**config.mk**
```make
export PLATFORM = sky130hd
export DESIGN_NAME = cla_carry_stage_flat
export DESIGN_NICKNAME = d
export VERILOG_FILES = /design/src/rtl/cla_carry_stage_if.sv /design/src/rtl/cla_carry_stage.sv /design/src/flat_wrapper.sv
export SDC_FILE = /design/constraint.sdc
export NUM_CORES = 1
export LEC_CHECK = 0
export CAP_MARGIN = 20
export CORE_MARGIN = 2
export CORE_UTILIZATION = 54
export DETAILED_ROUTE_END_ITERATION = 10
export HOLD_SLACK_MARGIN = 0.1
export PLACE_DENSITY = 0.84
export SLEW_MARGIN = 20
export SYNTH_ARGS = -nofsm -noshare
export SYNTH_HDL_FRONTEND = slang
export SYNTH_SLANG_ARGS = --single-unit
export TNS_END_PERCENT = 10
```
**constraint.sdc**
```tcl
create_clock -name clk -period 2.1 [get_ports clk]
set_clock_uncertainty 0.1 [all_clocks]
set_input_delay 0.42 -clock clk [delete_from_list [all_inputs] [get_ports clk]]
set_output_delay 0.42 -clock clk [all_outputs]
set_load 0.05 [all_outputs]
```
**src/rtl/cla_carry_stage_if.sv**
```systemverilog
// Valid/ready bundle between the operand source, the CLA carry stage and the
// downstream summation stage.
interface cla_carry_stage_if #(
  parameter int WIDTH = 16
);
  logic             in_valid;
  logic             in_ready;
  logic [WIDTH-1:0] a;
  logic [WIDTH-1:0] b;
  logic             cin;
  logic             out_valid;
  logic             out_ready;
  logic [WIDTH-1:0] p;
  logic [WIDTH-1:0] c;
  logic             cout;

  modport master (
    output in_valid, a, b, cin, out_ready,
    input  in_ready, out_valid, p, c, cout
  );

  modport slave (
    input  in_valid, a, b, cin, out_ready,
    output in_ready, out_valid, p, c, cout
  );
endinterface

```
**src/rtl/cla_carry_stage.sv**
```systemverilog
// Two-stage carry-lookahead front end: stage 1 registers bit and group P/G,
// stage 2 resolves group and bit carries and presents p, c and cout.
module cla_carry_stage #(
  parameter int WIDTH = 16,
  parameter int GROUP = 4
) (
  input logic              clk,
  input logic              rst_n,
  cla_carry_stage_if.slave bus
);
  localparam int NGRP = WIDTH / GROUP;

  logic             s1_valid;
  logic [WIDTH-1:0] p1;
  logic [WIDTH-1:0] g1;
  logic             cin1;
  logic [NGRP-1:0]  gp1;
  logic [NGRP-1:0]  gg1;

  logic             out_valid_q;
  logic [WIDTH-1:0] p_q;
  logic [WIDTH-1:0] c_q;
  logic             cout_q;

  logic [WIDTH-1:0] bp;
  logic [WIDTH-1:0] bg;
  logic [NGRP-1:0]  gp_d;
  logic [NGRP-1:0]  gg_d;
  logic [NGRP:0]    gc;
  logic [WIDTH-1:0] c_d;
  logic             adv1;
  logic             adv2;

  // Ready looks only at downstream state, never at in_valid.
  assign adv2         = s1_valid & (~out_valid_q | bus.out_ready);
  assign bus.in_ready = ~s1_valid | adv2;
  assign adv1         = bus.in_valid & bus.in_ready;

  assign bp = bus.a ^ bus.b;
  assign bg = bus.a & bus.b;

  // Group propagate/generate: gg = g3 | p3g2 | p3p2g1 | p3p2p1g0 for GROUP=4.
  always_comb begin
    logic term;
    // NOTE: every combinational output gets a default first so no path leaves it unassigned (no latch).
    gp_d = '0;
    gg_d = '0;
    term = 1'b0;
    for (int k = 0; k < NGRP; k++) begin
      gp_d[k] = &bp[k*GROUP +: GROUP];
      for (int j = 0; j < GROUP; j++) begin
        term = bg[k*GROUP + j];
        for (int m = j + 1; m < GROUP; m++) term = term & bp[k*GROUP + m];
        gg_d[k] = gg_d[k] | term;
      end
    end
  end

  // Group carries ripple between groups; bit carries inside a group are flat
  // sum-of-products from the group carry-in, so no chain exceeds GROUP.
  always_comb begin
    logic term;
    logic acc;
    gc    = '0;
    c_d   = '0;
    term  = 1'b0;
    acc   = 1'b0;
    gc[0] = cin1;
    for (int k = 0; k < NGRP; k++) begin
      gc[k+1] = gg1[k] | (gp1[k] & gc[k]);
      for (int i = 0; i < GROUP; i++) begin
        term = gc[k];
        for (int j = 0; j < i; j++) term = term & p1[k*GROUP + j];
        acc = term;
        for (int j = 0; j < i; j++) begin
          term = g1[k*GROUP + j];
          for (int m = j + 1; m < i; m++) term = term & p1[k*GROUP + m];
          acc = acc | term;
        end
        c_d[k*GROUP + i] = acc;
      end
    end
  end

  // NOTE: sequential state uses non-blocking assignments so every register samples pre-edge values.
  always_ff @(posedge clk or negedge rst_n) begin
    if (!rst_n) begin
      s1_valid <= 1'b0;
      p1       <= '0;
      g1       <= '0;
      cin1     <= 1'b0;
      gp1      <= '0;
      gg1      <= '0;
    end else begin
      if (adv1) begin
        s1_valid <= 1'b1;
        p1       <= bp;
        g1       <= bg;
        cin1     <= bus.cin;
        gp1      <= gp_d;
        gg1      <= gg_d;
      end else if (adv2) begin
        s1_valid <= 1'b0;
      end
    end
  end

  always_ff @(posedge clk or negedge rst_n) begin
    if (!rst_n) begin
      out_valid_q <= 1'b0;
      p_q         <= '0;
      c_q         <= '0;
      cout_q      <= 1'b0;
    end else begin
      if (adv2) begin
        out_valid_q <= 1'b1;
        p_q         <= p1;
        c_q         <= c_d;
        cout_q      <= gc[NGRP];
      end else if (bus.out_ready) begin
        out_valid_q <= 1'b0;
      end
    end
  end

  assign bus.out_valid = out_valid_q;
  assign bus.p         = p_q;
  assign bus.c         = c_q;
  assign bus.cout      = cout_q;
endmodule
```
**src/flat_wrapper.sv**
```systemverilog
// flat-port wrapper written by rule: the top's interface ports become plain ports
module cla_carry_stage_flat 
#(
  parameter int WIDTH = 16,
  parameter int GROUP = 4
)
  (clk, rst_n, bus_in_valid, bus_a, bus_b, bus_cin, bus_out_ready, bus_in_ready, bus_out_valid, bus_p, bus_c, bus_cout);
  cla_carry_stage_if #(.WIDTH(WIDTH)) bus_i ();
  input logic clk;
  input logic rst_n;
  input wire logic [$bits(bus_i.in_valid)-1:0] bus_in_valid;
  input wire logic [$bits(bus_i.a)-1:0] bus_a;
  input wire logic [$bits(bus_i.b)-1:0] bus_b;
  input wire logic [$bits(bus_i.cin)-1:0] bus_cin;
  input wire logic [$bits(bus_i.out_ready)-1:0] bus_out_ready;
  output wire logic [$bits(bus_i.in_ready)-1:0] bus_in_ready;
  output wire logic [$bits(bus_i.out_valid)-1:0] bus_out_valid;
  output wire logic [$bits(bus_i.p)-1:0] bus_p;
  output wire logic [$bits(bus_i.c)-1:0] bus_c;
  output wire logic [$bits(bus_i.cout)-1:0] bus_cout;
  assign bus_i.in_valid = bus_in_valid;
  assign bus_i.a = bus_a;
  assign bus_i.b = bus_b;
  assign bus_i.cin = bus_cin;
  assign bus_i.out_ready = bus_out_ready;
  assign bus_in_ready = bus_i.in_ready;
  assign bus_out_valid = bus_i.out_valid;
  assign bus_p = bus_i.p;
  assign bus_c = bus_i.c;
  assign bus_cout = bus_i.cout;
  cla_carry_stage #(.WIDTH(WIDTH), .GROUP(GROUP)) u_core (.clk(clk), .rst_n(rst_n), .bus(bus_i));
endmodule
```
==> flow_summary.json <==
{
  "grt_pass1_vias": 2435,
  "die_h_um": 82.4,
  "hp-start": "u_core.bus.p[3]$_DFFE_PN0P_",
  "gp_congestion": 0.780,
  "max_slew.worst_pin.slew_ns": 0.515,
  "ff2ff_setup_slack_ns": 0.55,
  "clkSinkCount": 72,
  "critPathTopFamily": "buffers and inverters",
  "yosys.area_share.simple": 0.143,
  "post-route-drc-count": 0,
  "cts_root_buf": "clkbuf_8",
  "ioPinCount": 72,
  "finalInstanceArea_mm2": 0.00433,
  "initial_utilization": 0.561,
  "finalCritPeriodShare": 0.972,
  "min_period_ns": 2.04,
  "clock_latency_ns": 0.34,
  "rows": 28,
  "vias": 2371,
  "crit_fanout": 2,
  "clock_path_buffers": 2,
  "syn_inst": 285,
  "synth-edff-count": 0,
  "r2r_cells": 4,
  "drive_above_1_share": 0.168,
  "drt_wl_total_um": 6750,
  "hold_violations": 0,
  "synth_compound_area_frac": 0.0901,
  "required_ns": 1.58,
  "viasPerCell": 5.34,
  "cp-start-kind": "register",
  "fin_util": 0.731,
  "max_freq_mhz": 490,
  "cts_tree": "yes",
  "grt_max_degree": 56,
  "ys_types": 36,
  "synth_fa_ha_area_frac": 0.0603,
  "synth_warnings": 0,
  "rsz0062_at_grt": "false",
  "most-common-layout-cells": "nand2_1 (80), dfrtp_1 (72), clkdlybuf4s50_1 (68)",
  "grt_pass1_wl_um": 11500,
  "htreeDepth": 3,
  "coreArea_mm2": 0.00592,
  "dieArea_mm2": 0.00679,
  "synth_top_cell_area_share": 0.543,
  "power_mw": 4.62,
  "dpl_worst_slack_ns": 0.0296,
  "hpwl_um": 4740,
  "async_flop_share": 1.00,
  "overflow": 0,
  "die_w_um": 82.4,
  "ys.flop_type": "dfrtp_1",
  "critPathKind": "reg -> out",
  "max-cap-violations": 0,
  "worst_slack_ns": 0.0579,
  "arrival_ns": 1.52,
  "cp-end-kind": "output pin",
  "antenna_cells": 0,
  "syn_area_mm2": 0.00332,
  "ant_nets": 0,
  "power.density_mw_per_mm2": 1070,
  "maxSlewHeadroom": 0.655,
  "synth-seq-area-share": 0.543,
  "synth_top_cells_by_area": "dfrtp_1 (54%), mux2_4 (11%), nand2_1 (9.0%)",
  "path_clk_slew_ns": 0.07,
  "drv_slew": 0,
  "drt_iter0_markers": 109,
  "synth-xor-area-share": 0,
  "hold_path_class": "reg -> reg",
  "whs_endpoint": "u_core.bus.p[3]$_DFFE_PN0P_",
  "areaGrowthSynthToFinish_pct": 30.3,
  "grtUsageTotal": 0.232,
  "r2r_start": "u_core.bus.out_valid$_DFFE_PN0P_",
  "synth.area.mux_share": 0.130,
  "synth_top_family_by_area": "simple AND/OR/NAND/NOR gates",
  "nets": 417,
  "critPathSlowestCell": "clkdlybuf4s50_1",
  "max_stage_delay_ns": 0.81,
  "placed_area_mm2": 0.00410,
  "syn_nets": 338,
  "grt_antenna_before_repair": 0,
  "cts-buffers-inserted": 9,
  "status": "completed",
  "crit_cells": 1,
  "hold_depth": 2,
  "ys_ff_latch": 72,
  "finalSetupTns_ns": 0,
  "path_buf_inv": 1,
  "avgSynthCellArea_um2": 11.7,
  "n_fill_cell": 418,
  "yosys.area.top_type": "dfrtp_1",
  "io_buffer_count": 71,
  "setup_violations": 0,
  "path_cells": "clkdlybuf4s50_1",
  "wl_per_cell_um": 15.2,
  "max-vdd-ir-drop_uv": 608,
  "r2r_end": "u_core.p1[5]$_DFFE_PN0P_",
  "final_common_cell": "nand2_1",
  "drt-pass1-iter-count": 4,
  "p_leak_nw": 2.06
}
[through the flow]
stage | cells | hold WS, ns
global route | 444 | 0.407
global placement | 427 | 0.283
detailed placement | 427 | 0.286
CTS | 444 | 0.379
finish | 444 | 0.374
floorplan | 285 | 0.0244
[how the worst max path moves through the flow]
| stage | start | end | slack (ns) |
|---|---|---|---|
| 3_3_place_gp | bus_out_ready | u_core.g1[5]$_DFFE_PN0P_ | 0.12 |
| 6_report | u_core.bus.c[7]$_DFFE_PN0P_ | bus_c[7] | 0.06 |
| 5_1_grt | u_core.bus.c[7]$_DFFE_PN0P_ | bus_c[7] | 0.01 |
| 2_1_floorplan | u_core.bus.out_valid$_DFFE_PN0P_ | u_core.cin1$_DFFE_PN0P_ | 0.23 |
| 4_1_cts | u_core.bus.c[9]$_DFFE_PN0P_ | bus_c[9] | 0.03 |
| 3_5_place_dp | bus_b[13] | u_core.gg1[3]$_DFFE_PN0P_ | 0.03 |
[flip-flops by register name, summed over array words and instances, names as in the netlist]
register / cells
u_core.bus.c: 16
u_core.bus.p: 16
u_core.p1: 16
u_core.g1: 12
u_core.gg1: 4
u_core.gp1: 4
u_core.bus.cout: 1
u_core.bus.out_valid: 1
u_core.cin1: 1
u_core.s1_valid: 1
[timing repair]
action                                 4_1_cts  5_1_grt
endpoints found under the hold margin       17        0
gates resized for setup                      1        0
hold buffers                                 1        0
setup endpoints to repair                    1        0
buffers inserted                             0        0
[layout make-up]
class,instances,area [um^2],share of cell area
flip-flops and latches,72,1800,0.416
multi-input cells,202,1400,0.324
repair buffers,78,807,0.186
clock buffers,14,183,0.0422
well taps,75,93.8,0.0217
clock inverters,2,35.0,0.00809
inverters,1,3.75,0.000867
[power breakdown]
part           total, mW  switching (mW)  internal [mW]
logic               1.60           0.968          0.631
clock network       1.17           0.492          0.678
registers           1.86           0.196           1.66
[layer usage]
| layer | routed length [um] | up-vias | track usage |
|---|---|---|---|
| met5 | 0 | - | 0 |
| met4 | 159 | 0 | 0.125 |
| met3 | 271 | 15 | 0.0391 |
| met2 | 3350 | 72 | 0.381 |
| met1 | 2960 | 1147 | 0.294 |
| li1 | - | 1137 | - |
[kinds of logic after synthesis]
kind of cell / count (synthesis)
and+or+nand+nor: 108
muxes: 30
adders and majority gates: 16
AOI/OAI and AO/OA: 48
buffers and inverters: 11
DFF: 72
[cells in the mapped netlist (2+ instances only)]
cell and number:
ha_1 16, a211oi_1 3, nand2_1 80, mux2_4 25, nand4_1 4, o21ai_0 18, a31oi_2 2, a21o_1 3
a21oi_1 13, buf_12 2, nor2_1 15, buf_6 3, buf_2 3, dfrtp_1 72, mux2_2 4, o21ai_1 2
Power figures use the tool's default switching activity.
